==> src/rtl/cpu_control_unit_p.sv <==
// Multi-cycle control unit for the 16-bit CPU: handshaked fetch, decode, and Datapath control.
// Optional macro CU_BRANCH_EN builds the JZ/JMP states; without it opcodes 6/7 decode to NOOP.
module cpu_control_unit_p #(
    parameter int PC_W   = 8,
    parameter int RF_AW  = 4,
    parameter int OP_W   = 4,
    parameter int ALU_SW = 3
) (
    input  logic                      Clk,
    input  logic                      Reset,
    input  logic [OP_W+3*RF_AW-1:0]   IR_In,
    input  logic                      I_Ready,
    input  logic                      ALU_Zero,
    output logic                      I_Rd,
    output logic [PC_W-1:0]           PC_Out,
    output logic [OP_W+3*RF_AW-1:0]   IR_Out,
    output logic [3:0]                State,
    output logic [3:0]                NextState,
    output logic [2*RF_AW-1:0]        D_Addr,
    output logic                      D_Wr,
    output logic                      RF_s,
    output logic                      RF_W_en,
    output logic [RF_AW-1:0]          RF_Ra_Addr,
    output logic [RF_AW-1:0]          RF_Rb_Addr,
    output logic [RF_AW-1:0]          RF_W_Addr,
    output logic [ALU_SW-1:0]         ALU_s0,
    output logic                      Halted
);

    localparam int IW = OP_W + 3*RF_AW;

    localparam logic [OP_W-1:0] OP_NOOP  = OP_W'(0);
    localparam logic [OP_W-1:0] OP_STORE = OP_W'(1);
    localparam logic [OP_W-1:0] OP_LOAD  = OP_W'(2);
    localparam logic [OP_W-1:0] OP_ADD   = OP_W'(3);
    localparam logic [OP_W-1:0] OP_SUB   = OP_W'(4);
    localparam logic [OP_W-1:0] OP_HALT  = OP_W'(5);
`ifdef CU_BRANCH_EN
    localparam logic [OP_W-1:0] OP_JZ    = OP_W'(6);
    localparam logic [OP_W-1:0] OP_JMP   = OP_W'(7);
`endif

    typedef enum logic [3:0] {
        S_INIT   = 4'd0,
        S_FETCH  = 4'd1,
        S_DECODE = 4'd2,
        S_NOOP   = 4'd3,
        S_LOAD_A = 4'd4,
        S_LOAD_B = 4'd5,
        S_STORE  = 4'd6,
        S_ADD    = 4'd7,
        S_SUB    = 4'd8,
        S_HALT   = 4'd9
`ifdef CU_BRANCH_EN
        ,
        S_JZ     = 4'd10,
        S_JMP    = 4'd11
`endif
    } state_t;

    state_t              cur_state;
    state_t              nxt_state;
    logic [PC_W-1:0]     pc;
    logic [IW-1:0]       ir;
    logic                halted;

    logic [OP_W-1:0]     op;
    logic [RF_AW-1:0]    f2;
    logic [RF_AW-1:0]    f1;
    logic [RF_AW-1:0]    f0;
    logic [2*RF_AW-1:0]  addr_field;

    assign op         = ir[IW-1:IW-OP_W];
    assign f2         = ir[3*RF_AW-1:2*RF_AW];
    assign f1         = ir[2*RF_AW-1:RF_AW];
    assign f0         = ir[RF_AW-1:0];
    assign addr_field = ir[3*RF_AW-1:RF_AW];

`ifdef CU_BRANCH_EN
    // Widen to whichever is larger so the target is zero-extended or truncated to PC_W.
    localparam int AW = 2*RF_AW;
    localparam int WW = (PC_W > AW) ? PC_W : AW;
    logic [WW-1:0]   addr_wide;
    logic [PC_W-1:0] jump_target;
    logic            take_jump;

    assign addr_wide   = WW'(addr_field);
    assign jump_target = addr_wide[PC_W-1:0];
    assign take_jump   = (cur_state == S_JMP) || ((cur_state == S_JZ) && ALU_Zero);
`else
    logic unused_alu_zero;
    assign unused_alu_zero = ALU_Zero;
`endif

    always_ff @(posedge Clk or posedge Reset) begin
        if (Reset) begin
            cur_state <= S_INIT;
            pc        <= '0;
            ir        <= '0;
            halted    <= 1'b0;
        end else begin
            cur_state <= nxt_state;
            if (cur_state == S_FETCH && I_Ready) begin
                ir <= IR_In;
                pc <= pc + PC_W'(1);
            end
`ifdef CU_BRANCH_EN
            if (take_jump) begin
                pc <= jump_target;
            end
`endif
            if (cur_state == S_HALT) begin
                halted <= 1'b1;
            end
        end
    end

    always_comb begin
        nxt_state  = cur_state;
        I_Rd       = 1'b0;
        D_Addr     = '0;
        D_Wr       = 1'b0;
        RF_s       = 1'b0;
        RF_W_en    = 1'b0;
        RF_Ra_Addr = '0;
        RF_Rb_Addr = '0;
        RF_W_Addr  = '0;
        ALU_s0     = '0;
        case (cur_state)
            S_INIT: nxt_state = S_FETCH;
            S_FETCH: begin
                I_Rd = 1'b1;
                if (I_Ready) begin
                    nxt_state = S_DECODE;
                end
            end
            S_DECODE: begin
                case (op)
                    OP_NOOP:  nxt_state = S_NOOP;
                    OP_STORE: nxt_state = S_STORE;
                    OP_LOAD:  nxt_state = S_LOAD_A;
                    OP_ADD:   nxt_state = S_ADD;
                    OP_SUB:   nxt_state = S_SUB;
                    OP_HALT:  nxt_state = S_HALT;
`ifdef CU_BRANCH_EN
                    OP_JZ:    nxt_state = S_JZ;
                    OP_JMP:   nxt_state = S_JMP;
`endif
                    default:  nxt_state = S_NOOP;
                endcase
            end
            S_NOOP: nxt_state = S_FETCH;
            S_STORE: begin
                D_Addr     = addr_field;
                D_Wr       = 1'b1;
                RF_Ra_Addr = f0;
                nxt_state  = S_FETCH;
            end
            // Two cycles so the synchronous data RAM has its read result ready on LOAD_B.
            S_LOAD_A: begin
                D_Addr    = addr_field;
                RF_s      = 1'b1;
                RF_W_Addr = f0;
                nxt_state = S_LOAD_B;
            end
            S_LOAD_B: begin
                D_Addr    = addr_field;
                RF_s      = 1'b1;
                RF_W_Addr = f0;
                RF_W_en   = 1'b1;
                nxt_state = S_FETCH;
            end
            S_ADD, S_SUB: begin
                RF_Ra_Addr = f2;
                RF_Rb_Addr = f1;
                RF_W_Addr  = f0;
                ALU_s0     = (cur_state == S_ADD) ? ALU_SW'(1) : ALU_SW'(2);
                RF_W_en    = 1'b1;
                nxt_state  = S_FETCH;
            end
            S_HALT: nxt_state = S_HALT;
`ifdef CU_BRANCH_EN
            S_JZ, S_JMP: nxt_state = S_FETCH;
`endif
            default: nxt_state = S_INIT;
        endcase
    end

    assign State     = cur_state;
    assign NextState = nxt_state;
    assign PC_Out    = pc;
    assign IR_Out    = ir;
    assign Halted    = halted;

endmodule

==> config.mk <==
export PLATFORM = sky130hd
export DESIGN_NAME = cpu_control_unit_p
export DESIGN_NICKNAME = d
export VERILOG_FILES = /design/src/rtl/cpu_control_unit_p.sv
export SDC_FILE = /design/constraint.sdc
export NUM_CORES = 1
export LEC_CHECK = 0
export ABC_AREA = 1
export BUFFER_PORTS_ARGS = -buffer_cell sky130_fd_sc_hd__buf_2
export CAP_MARGIN = 20
export CORE_MARGIN = 1.5
export CORE_UTILIZATION = 41
export CTS_CLUSTER_SIZE = 40
export DETAILED_ROUTE_END_ITERATION = 8
export PLACE_DENSITY = 0.87
export SYNTH_ARGS = -nofsm -noshare
export SYNTH_HDL_FRONTEND = slang
export SYNTH_SLANG_ARGS = --single-unit
==> constraint.sdc <==
create_clock -name Clk -period 1.31 [get_ports Clk]
set_clock_uncertainty 0.1 [all_clocks]
set_input_delay 0.131 -clock Clk [delete_from_list [all_inputs] [get_ports Clk]]
set_output_delay 0.131 -clock Clk [all_outputs]
set_load 0.02 [all_outputs]
Word level (Yosys, flattened, before mapping) --
Cells that the tools add are included.
Storage, ports and cells: flip-flop bits (word level) 29, input bits 20, output and inout bits 60
Operators by class: add/sub/neg operators 1, eq/ne operators 14, multiplexer cells 13, reductions and logical operators 8
Operator list (number):
- $pmux W4 S5 | 2
- $eq A4 B3 Y1 const B | 6
- $eq A4 B2 Y1 const B | 4
- $mux W4 | 3
- $add A8 B1 Y8 const B | 1
- $eq A4 B1 Y1 const B | 2
- $eq A4 B4 Y1 const B | 2
- $mux W8 | 1
- $pmux W4 S2 | 1
- $reduce_or A3 Y1 | 2
- $reduce_or A6 Y1 | 1
- $logic_not A4 Y1 | 1
- $mux W1 | 4
- $mux W2 | 2
- $reduce_or A2 Y1 | 2
- $reduce_or A4 Y1 | 1
- $logic_and A1 B1 Y1 | 1

Longest topological paths before layout --
Gate-level depths: netlist of the first run.
depth after elaboration 3, gate-level depth with buffers 8, mapped depth without buffers 8

Worst setup path after synthesis of the first run --
Ideal clock, no wire load.
kind reg-to-output, start point register cur_state[1] (netlist: State[1]), end point output port RF_Rb_Addr[0], arrival time 1.472 ns, slack -0.393 ns, cell stages (with the launch flop) 7, buffers on the path 0, cell sequence dfrtp_1 -> nand2_1 -> nor2_2 -> inv_1 -> nand2_2 -> inv_2 -> nor2_1
Between the ends: word-level cells in the longest chain between the ends 3
Ends and longest elaborated chain:
- start: declaration | RTL line 61 | state_t cur_state;
- start signal: assignment | RTL line 102 | cur_state <= nxt_state;
- $eq A4 B3 Y1 / $eq A4 B4 Y1 (equally long branches) | RTL line 129 | case (cur_state)
- $reduce_or A2 Y1 (*)
- $mux W4 (*) | RTL line 129
- end: declaration | RTL line 24 | output logic [RF_AW-1:0] RF_Rb_Addr,
Mark *: on every way between the ends. The rest lies on a longest branch, timed or not.

Worst setup path in the final report of the first run --
start point register cur_state[1] (netlist: State[1]), end point output port RF_Ra_Addr[0]
Between the ends: word-level cells in the longest chain between the ends 3
Ends and longest elaborated chain:
- $eq A4 B3 Y1 / $eq A4 B4 Y1 (equally long branches) | RTL line 129
- $reduce_or A2 Y1
- $pmux W4 S2 (*) | RTL line 129
- end: declaration | RTL line 23 | output logic [RF_AW-1:0] RF_Ra_Addr,
Marked as above.

==> results.cfg, run 1 <==
[status]
status = finished with violations
violations = negative setup slack

[routing]
wire_per_inst_um = 14.9
vias_per_cell = 4.91
met2_length_mm = 3.15
wl_met3_um = 323
drt_wl_total_mm = 5.86
top_layer_used = met4
firstDrtPassIters = 4
drtIter0Drc = 106
drc_errors = 0
met1_length_mm = 2.16
drtAntennaViolNets = 0
vias = 1929

[global_routing]
grt_usage = 0.269
grt_pass1_wl_mm = 8.68
grt_max_degree = 30
grt_antenna_before_repair = 0
grt_pass1_vias = 1869
grt-ovfl-total = 0

[synthesis]
syn_nets = 238
yosysSeqAreaShare = 0.455
synthFlopType = dfrtp_1
postSynthRegisterBits = 29
synth_top_area_share = 0.455
avgSynthCellArea_sq_um = 7.35
synth-edff-count = 0
synth_area_leaders = dfrtp_1 (45%), nand2_1 (19%), inv_1 (8.0%)
synth_common_cells = nand2_1 (81), inv_1 (34), dfrtp_1 (29)
synthArstFlopShare = 1.00
syn_area_sq_mm = 0.00160
synth_top_area_cell = dfrtp_1
syn_inst = 217
synth_most_common_cell = nand2_1
synth_cell_types = 25
ys_warn_count = 0

[worst_setup_path]
timing.rr.start = State[1]$_DFF_PP0_
crit_path_max_fanout = 5
cp-end-kind = output port
crit_chain = nor2_4 -> nand3_4 -> nand2_4 -> inv_8 -> o21ai_4 -> buf_6
reg2reg_slack_ns = -0.33
worstPathRequired_ns = 1.08
critPathKind = flop to output port
reg2reg_depth = 8
arrival_ns = 1.54
critical_path.startpoint_type = flop
r2r-end = PC_Out[0]$_DFFE_PP0P_
cpPeakStageDelay_ns = 0.47
crit_path_top_delay_cell = dfrtp_2

[placed_design]
gp_congestion = 0.912
portBuffers = 77
dp.cells = 360
dp_hpwl_mm = 3.17

[cells_and_area]
fin_cells = 393
diodes = 0
layout-drive-gt1-share = 0.528
final_nets = 365
area.growth.synth_to_final_pct = 91.5

[timing]
slew_violations = 0
setup_slack_ns = -0.464
fmax_ghz = 0.564
setup_viol = 55
hold_violations = 0
fin_crit_sh = 1.35
final.setup.tns_ns = -17.84
rsz0062_at_grt = true
finalCriticalPeriod_ns = 1.77

[clocking]
cts-root-buf = clkbuf_8
h-tree-depth = 2
clockBufferDepth = 2
cts_buffers = 5
cts_tree = done
clk_pin_slew_ns = 0.07
cts_num_sinks = 29
clock_latency_ns = 0.28

[die]
num_rows = 22
die_h_um = 65.4
core_sq_mm = 0.00369
die-area_sq_mm = 0.00427
start_util = 0.432
io_pins = 80
die_x_um = 65.4

[min_path]
hold_path_end = IR_Out[4]$_DFFE_PP0P_
holdCritStartpoint = IR_In[4]
holdPathStages = 3
hp-class = input port to flop

[job]
drv_cap = 0

[power_and_ir_drop]
peakVddDrop_v = 0.00153
leakagePower_uw = 0.00158
power_density_mw_per_mm2 = 2220
total_power_uw = 6790
==> final cells by class <==
| class | count | area [sq um] |
|---|---|---|
| timing repair buffer | 125 | 1050 |
| multi-input combinational | 146 | 950 |
| sequential | 29 | 732 |
| fill | 211 | 634 |
| inverter | 37 | 161 |
| clock buffer | 7 | 96.3 |
| tap | 48 | 60.1 |
| clock inverter | 1 | 5.00 |
==> cells by family (layout without fill, tap and decap cells) <==
group,after synthesis,after routing,share of synthesized area
XOR/XNOR,3,3,0.0165
AO/OA/AOI/OAI,24,24,0.0823
flip-flops,29,29,0.455
AND/OR/NAND/NOR,117,117,0.316
other,1,1,0.00235
adder cells (fa/ha/maj),1,1,0.00784
buffers and inverters,42,170,0.120
==> flip-flops by register name, indices dropped and copies added (netlist names) <==
name / flops
PC_Out: 8
IR_Out: 16
State: 4
Halted: 1
==> worst max-delay path by stage <==
stage / from / end / slack, ns
after floorplan: State[3]$_DFF_PP0_ / RF_Ra_Addr[0] / -0.16
after global placement: State[1]$_DFF_PP0_ / RF_Ra_Addr[0] / -0.12
after detailed placement: State[1]$_DFF_PP0_ / RF_Ra_Addr[0] / -0.16
after CTS: State[2]$_DFF_PP0_ / RF_Ra_Addr[0] / -0.40
after global routing: State[1]$_DFF_PP0_ / RF_Ra_Addr[0] / -0.51
final: State[1]$_DFF_PP0_ / RF_Ra_Addr[0] / -0.46
==> routing by layer <==
metal | track usage | up-vias
met4 | 0.125 | 0
met5 | 0 | -
li1 | - | 910
met2 | 0.509 | 87
met3 | 0.0582 | 23
met1 | 0.281 | 909
==> through the flow <==
step                      setup slack [ns]  hold slack, ns  cell area [sq um]   util
after floorplan                     -0.161           0.109               1720      -
after global placement              -0.115           0.120               2320  0.629
after detailed placement            -0.161           0.119               2320  0.629
after CTS                           -0.395         0.00887               2920  0.791
after global routing                -0.514          0.0339               3050  0.828
final                               -0.464          0.0236               3050  0.828
==> power breakdown <==
part / internal (uW) / total (uW) / switching, uW
sequential: 1270 / 1670 / 396
combinational: 1790 / 4310 / 2520
clock: 474 / 814 / 340
==> worst max-delay path, delay by kind of cell, from the launching register on <==
| family | cells | cell delay [ns] |
|---|---|---|
| buffers and inverters | 2 | 0.20 |
| AND/OR/NAND/NOR | 3 | 0.47 |
| AO/OA/AOI/OAI | 1 | 0.12 |
| flip-flops | 1 | 0.47 |
==> cell usage in the layout, fill, tap and decap left out, drive strengths merged <==
master       instances
buf                111
nand2               85
inv                 37
dfrtp               29
o21ai               22
nor2                21
dlygate4sd3         14
nand3                9
clkbuf               7
xnor2                2
nand4                1
a21oi                1
o32ai                1
xor2                 1
nand3b               1
ha                   1
conb                 1
clkinv               1
==> repair_timing <==
| action | in CTS | in global routing |
|---|---|---|
| cloned | 1 | 0 |
| resized for setup | 87 | 24 |
| endpoints found under the hold margin | 42 | 0 |
| setup buffers | 5 | 6 |
| pin swaps | 12 | 11 |
| endpoints found under the setup margin | 54 | 58 |
| hold buffers | 14 | 0 |
(Power assumes the default switching activity.)
==> inputs of run 2 (changes only) <==
--- a/config.mk
+++ b/config.mk
@@ -6,13 +6,13 @@
 export NUM_CORES = 1
 export LEC_CHECK = 0
 export ABC_AREA = 1
-export BUFFER_PORTS_ARGS = -buffer_cell sky130_fd_sc_hd__buf_2
 export CAP_MARGIN = 20
 export CORE_MARGIN = 1.5
-export CORE_UTILIZATION = 41
+export CORE_UTILIZATION = 55
 export CTS_CLUSTER_SIZE = 40
 export DETAILED_ROUTE_END_ITERATION = 8
-export PLACE_DENSITY = 0.87
+export DONT_BUFFER_PORTS = 1
+export PLACE_DENSITY = 0.84
 export SYNTH_ARGS = -nofsm -noshare
 export SYNTH_HDL_FRONTEND = slang
 export SYNTH_SLANG_ARGS = --single-unit
==> run 2 against run 1 <==
Net effect:
- the flow now stops in 5_1_grt
- synthesized cell count unchanged
- synthesized area unchanged
==> results.cfg, run 2 <==
[placed_design]
portBuffers = 0
dp_hpwl_mm = 2.96
gp_congestion = 0.827

[global_routing]
grt_max_degree = 30

[clocking]
cts-root-buf = clkbuf_4
cts_num_sinks = 29
h-tree-depth = 2
clockBufferDepth = 2
cts_buffers = 5

[synthesis]
ys_warn_count = 0
synth_cell_types = 25
synth_most_common_cell = nand2_1
synth_area_leaders = dfrtp_1 (45%), nand2_1 (19%), inv_1 (8.0%)
synth-edff-count = 0
synthArstFlopShare = 1.00
synth_top_area_cell = dfrtp_1
syn_nets = 238
synth_top_area_share = 0.455
synth_common_cells = nand2_1 (81), inv_1 (34), dfrtp_1 (29)
syn_inst = 217
synthFlopType = dfrtp_1
yosysSeqAreaShare = 0.455
postSynthRegisterBits = 29
syn_area_sq_mm = 0.00160
avgSynthCellArea_sq_um = 7.35

[status]
status = aborted with a tool error
tool.error = [ERROR DPL-0038] Utilization greater than 100%, impossible to legalize
lastStage = 5_1_grt

[die]
num_rows = 19
die_x_um = 56.9
die_h_um = 56.9
io_pins = 80
start_util = 0.578

[timing]
endpoint_type = output port
grt_worst_setup_endpoint = NextState[3]
run 2: kinds of logic after synthesis:
family,count (synthesis),synth area share
xor+xnor,3,0.0165
fa+ha+maj,1,0.00784
simple gates,117,0.316
compound gates,24,0.0823
other cells,1,0.00235
flops,29,0.455
buf+inv,42,0.120
run 2: per-stage QoR:
stage / hold WS [ns] / util / cell area, sq um / instances / worst slack, ns
global placement: 0.0140 / 0.763 / 2100 / 293 / -0.104
detailed placement: 0.0123 / 0.763 / 2100 / 293 / -0.148
CTS: 0.0991 / 0.949 / 2620 / 328 / -0.421
floorplan: 0.109 / - / 1720 / 217 / -0.161
run 2: timing repair:
action / in CTS
cloned: 1
gates resized for setup: 48
pin swaps: 14
endpoints found under the hold margin: 47
setup endpoints to repair: 57
hold buffers: 18
setup buffers: 8
==> inputs of run 3 (changes only) <==
--- a/config.mk
+++ b/config.mk
@@ -8,11 +8,10 @@
 export ABC_AREA = 1
 export CAP_MARGIN = 20
 export CORE_MARGIN = 1.5
-export CORE_UTILIZATION = 55
-export CTS_CLUSTER_SIZE = 40
+export CORE_UTILIZATION = 40
 export DETAILED_ROUTE_END_ITERATION = 8
 export DONT_BUFFER_PORTS = 1
-export PLACE_DENSITY = 0.84
+export PLACE_DENSITY_LB_ADDON = 0.15
 export SYNTH_ARGS = -nofsm -noshare
 export SYNTH_HDL_FRONTEND = slang
 export SYNTH_SLANG_ARGS = --single-unit
==> constraint.sdc (replaced) <==
create_clock -name Clk -period 1.7 [get_ports Clk]
set_clock_uncertainty 0.1 [all_clocks]
set_input_delay 0.17 -clock Clk [delete_from_list [all_inputs] [get_ports Clk]]
set_output_delay 0.17 -clock Clk [all_outputs]
set_load 0.02 [all_outputs]
==> run 3 against run 2 <==
Net effect:
- the flow now finishes, with violations (negative setup slack)
==> results.cfg, run 3 (synthesis gave the netlist of run 1 again) <==
[worst_setup_path]
cp-end-kind = output port
reg2reg_slack_ns = 0.12
reg2reg_depth = 7
crit_path_end = RF_Rb_Addr[1]
critical_path.startpoint_type = flop
crit_path_top_delay_cell = dfrtp_2
timing.rr.start = State[2]$_DFF_PP0_
worstPathRequired_ns = 1.43
critPathKind = flop to output port
crit_chain = nor2_4 -> nand3_4 -> nand2_8 -> inv_6 -> nor2_4 -> buf_6
cpPeakStageDelay_ns = 0.46
cpMostUsedCell = nor2_4
arrival_ns = 1.47
crit_path_max_fanout = 5
r2r-end = PC_Out[0]$_DFFE_PP0P_
worst_path_dominant_cell_family = simple AND/OR/NAND/NOR gates
path_depth = 6
path_buf_inv = 2
cp-startpoint = State[2]$_DFF_PP0_

[timing]
finalCriticalPeriod_ns = 1.74
fmax_ghz = 0.574
setup_slack_ns = -0.0416
rsz0062_at_grt = true
slew_violations = 0
setup_viol = 12
hold_violations = 0
final.setup.tns_ns = -0.278
fin_crit_sh = 1.02

[global_routing]
grt_pass1_wl_mm = 6.68
grt_max_degree = 30
busiest_layer = met2
use_met2 = 0.346
grtUsageMet1 = 0.245
grt_pass1_vias = 1434
grt_antenna_before_repair = 0
use_met3 = 0.0528
grt_usage = 0.204
grt-ovfl-total = 0

[placed_design]
dp.cells = 290
gp_congestion = 0.763
dp_hpwl_mm = 2.79
dpl_cell_area_sq_mm = 0.00184
portBuffers = 0
place_ws_ns = 0.141

[cells_and_area]
area.growth.synth_to_final_pct = 49.1
final_nets = 296
largest_register_ffs = 16
fin_cells = 324
finalInstanceArea_sq_mm = 0.00238
layout-drive-gt1-share = 0.337
diodes = 0
fillCellCount = 337
layout_commonest_cell = nand2_1
final_cell_mix = nand2_1 (71), buf_4 (27), inv_1 (26), dfrtp_1 (25), dlygate4sd3_1 (18)

[routing]
drt_wl_total_mm = 4.32
drtAntennaViolNets = 0
vias = 1520
wire_per_inst_um = 13.3
drc_errors = 0
firstDrtPassIters = 4
drtIter0Drc = 53
vias_per_cell = 4.69

[power_and_ir_drop]
power_density_mw_per_mm2 = 1680
seq_power_share = 0.384
internal_power_uw = 1960
p_switching_uw = 2030
peakVddDrop_v = 0.000665
clockPowerShare = 0.137
power_frac_comb = 0.479
swShare = 0.508
leakagePower_uw = 0.00120
total_power_uw = 3990

[die]
start_util = 0.426
die-area_sq_mm = 0.00438
die_x_um = 66.2
die_h_um = 66.2
core_sq_mm = 0.00374
num_rows = 22
io_pins = 80

[clocking]
cts_buffers = 5
cts_num_sinks = 29
cts_tree = done
cts-root-buf = clkbuf_8
clockBufferDepth = 2
clk_pin_slew_ns = 0.06
clock_latency_ns = 0.28
h-tree-depth = 2

[job]
drv_cap = 0

[min_path]
hp-class = input port to flop

[status]
status = finished with violations
violations = negative setup slack
[run 3: routing by layer]
layer | vias to the layer above | routed length, um
met5 | - | 0
met4 | 0 | 66
met3 | 7 | 231
met2 | 47 | 2240
met1 | 700 | 1790
li1 | 766 | -
[run 3: area by class of cell]
cell class / count / area, sq um / share of cell area
multi-input combinational: 146 / 848 / 0.357
sequential: 29 / 731 / 0.307
timing repair buffer: 56 / 515 / 0.217
inverter: 37 / 144 / 0.0605
clock buffer: 8 / 80.1 / 0.0337
tap: 48 / 60.1 / 0.0252
[run 3: what timing repair did]
item                                    4_1_cts  5_1_grt
pin swaps                                     4        8
endpoints found under the setup margin       25       24
hold buffers                                 17        1
gates resized for setup                      25       43
setup buffers                                 6        2
endpoints found under the hold margin        45        2
[run 3: metrics by stage]
step	util	hold WS (ns)
CTS	0.589	0.0280
global route	0.635	0.159
finish	0.635	0.144
floorplan	-	0.148
global placement	0.492	0.0645
detailed placement	0.492	0.0592
[run 3: worst min-delay path by stage]
stage	from	end	slack, ns	cells after the start
floorplan	Reset	Halted$_DFFE_PP0N_	0.15	1
global placement	Reset	IR_Out[6]$_DFFE_PP0P_	0.06	2
detailed placement	Reset	IR_Out[6]$_DFFE_PP0P_	0.06	2
CTS	I_Ready	PC_Out[2]$_DFFE_PP0P_	0.03	2
global route	I_Ready	IR_Out[12]$_DFFE_PP0P_	0.16	4
finish	I_Ready	PC_Out[4]$_DFFE_PP0P_	0.14	4
[run 3: power by group through the flow]
stage / clock [uW] / sequential [uW] / combinational (uW)
after global routing: 599 / 1580 / 2120
after floorplan: 0 / 1560 / 1040
after CTS: 568 / 1520 / 1690
after global placement: 0 / 1520 / 1480
final: 546 / 1530 / 1910
after detailed placement: 0 / 1520 / 1510
[run 3: tightest hold or removal path: cells and delay by family]
| kind | cells | cell delay [ns] |
|---|---|---|
| simple gates | 3 | 0.19 |
| buf+inv | 1 | 0.12 |
==> inputs of run 4 (changes only) <==
--- a/config.mk
+++ b/config.mk
@@ -7,11 +7,13 @@
 export LEC_CHECK = 0
 export ABC_AREA = 1
 export CAP_MARGIN = 20
-export CORE_MARGIN = 1.5
+export CORE_MARGIN = 4
 export CORE_UTILIZATION = 40
 export DETAILED_ROUTE_END_ITERATION = 8
 export DONT_BUFFER_PORTS = 1
+export GPL_ROUTABILITY_DRIVEN = 0
 export PLACE_DENSITY_LB_ADDON = 0.15
+export SKIP_CTS_REPAIR_TIMING = 1
 export SYNTH_ARGS = -nofsm -noshare
 export SYNTH_HDL_FRONTEND = slang
 export SYNTH_SLANG_ARGS = --single-unit
==> run 4 against run 3 <==
Net effect:
- the run still ends with negative setup slack left
- utilization fell by 3.2 points
- final cell count fell by 0.31%
- register-to-register slack improved by 0.03 ns
- maximum frequency fell by 0.68%
- via count rose by 1.4%
- combinational power fell by 5%
- cell area fell by 5.0%
- sequential share of layout area rose by 1.6 points
- clock power fell by 1%
==> results.cfg, run 4 (synthesis gave the netlist of run 1 again) <==
[status]
status = finished with violations
violations = negative setup slack

[cells_and_area]
multi_input_area_sq_um = 767
final_core_util = 0.603
largest_register_ffs = 16
diodes = 0
layout-drive-gt1-share = 0.305
area.growth.synth_to_final_pct = 41.6
final_cell_mix = nand2_1 (74), buf_4 (34), inv_1 (26), dfrtp_1 (25), dlygate4sd3_1 (17)
finalInstanceArea_sq_mm = 0.00226
layout_commonest_cell = nand2_1
final_nets = 295
fillCellCount = 351
ff_latch_area_sq_um = 731

[clocking]
clock_latency_ns = 0.27
clk_pin_slew_ns = 0.06
cts_tree = done
cts_buffers = 5
clockBufferDepth = 2
cts-root-buf = clkbuf_8
h-tree-depth = 2
cts_num_sinks = 29

[power_and_ir_drop]
seq_power_share = 0.395
power_density_mw_per_mm2 = 1730
p_switching_uw = 1960
peakVddDrop_v = 0.000732
internal_power_uw = 1940
power_frac_comb = 0.467
leakagePower_uw = 0.00119
clockPowerShare = 0.139
swShare = 0.503

[global_routing]
grt_pass1_vias = 1264
grt-ovfl-total = 0
grt_max_degree = 30
grt_usage = 0.152
grt_antenna_before_repair = 0
grt_pass1_wl_mm = 6.11

[die]
core_sq_mm = 0.00374
die_x_um = 71.2
start_util = 0.426
num_rows = 22
io_pins = 80
die_h_um = 71.2
die-area_sq_mm = 0.00506

[job]
drv_cap = 0

[worst_setup_path]
critical_path.startpoint_type = flop
crit_path_max_fanout = 5
arrival_ns = 1.48
cp-end-kind = output port
critPathKind = flop to output port
worstPathRequired_ns = 1.43

[timing]
holdWs_ns = 0.0195
rsz0062_at_grt = true
setup_slack_ns = -0.0535
finalCriticalPeriod_ns = 1.75
fmax_ghz = 0.570
setup_viol = 10
slew_violations = 0
hold_violations = 0
fin_crit_sh = 1.03

[min_path]
hp-class = input port to flop

[routing]
drtIter0Drc = 65
wire_per_inst_um = 13.5
vias = 1542
drt_wl_total_mm = 4.35
drc_errors = 0
firstDrtPassIters = 4
drtAntennaViolNets = 0
vias_per_cell = 4.77

[placed_design]
place_ws_ns = 0.153
portBuffers = 0
dp_hpwl_mm = 3.04
dpl_cell_area_sq_mm = 0.00186
## run 4: routing by layer
| metal | routed length, um | GRT usage | up-vias |
|---|---|---|---|
| met5 | 0 | 0 | - |
| met4 | 27 | 0.0459 | 0 |
| met3 | 258 | 0.0582 | 2 |
| met2 | 2240 | 0.249 | 44 |
| met1 | 1820 | 0.185 | 727 |
| li1 | - | - | 769 |
## run 4: power by group through the flow
stage / registers [uW] / logic [uW] / clock network, uW
4_1_cts: 1520 / 1550 / 561
3_5_place_dp: 1530 / 1550 / 0
2_1_floorplan: 1560 / 1040 / 0
3_3_place_gp: 1520 / 1520 / 0
5_1_grt: 1580 / 2010 / 598
6_report: 1540 / 1820 / 540
## run 4: final timing paths
check                              startpoint                      to  slack, ns  cells past startpoint
min in group asynchronous               Reset   IR_Out[4]$_DFFE_PP0P_       0.32                      3
hold reg to reg            Halted$_DFFE_PP0N_      Halted$_DFFE_PP0N_       0.51                      2
setup reg to reg           State[1]$_DFF_PP0_  IR_Out[13]$_DFFE_PP0P_       0.15                      7
setup / recovery           State[1]$_DFF_PP0_            NextState[3]      -0.05                      6
max in group asynchronous               Reset  IR_Out[15]$_DFFE_PP0P_       0.87                      3
hold / removal                        I_Ready   PC_Out[2]$_DFFE_PP0P_       0.02                      2
## run 4: cell type report
| cell class | instances | share of cell area |
|---|---|---|
| clock buffers | 6 | 0.0321 |
| clock inverters | 2 | 0.00443 |
| inverters | 37 | 0.0615 |
| multi-input cells | 146 | 0.340 |
| flip-flops and latches | 29 | 0.324 |
| well taps | 48 | 0.0266 |
| repair buffers | 55 | 0.212 |
## run 4: critical path, cell delays in order, from the launching register on
cell     delay, ns
dfrtp_2       0.46
nor2_4        0.20
buf_4         0.14
buf_4         0.09
nand3_1       0.09
o21ai_2       0.09
buf_6         0.14
## run 4: per-stage QoR
step,setup TNS (ns),std cells,power (uW)
2_1_floorplan,-0.164,217,2600
3_3_place_gp,0,293,3050
3_5_place_dp,0,293,3080
4_1_cts,-2.80,301,3630
5_1_grt,-1.79,323,4190
6_report,-0.284,323,3900
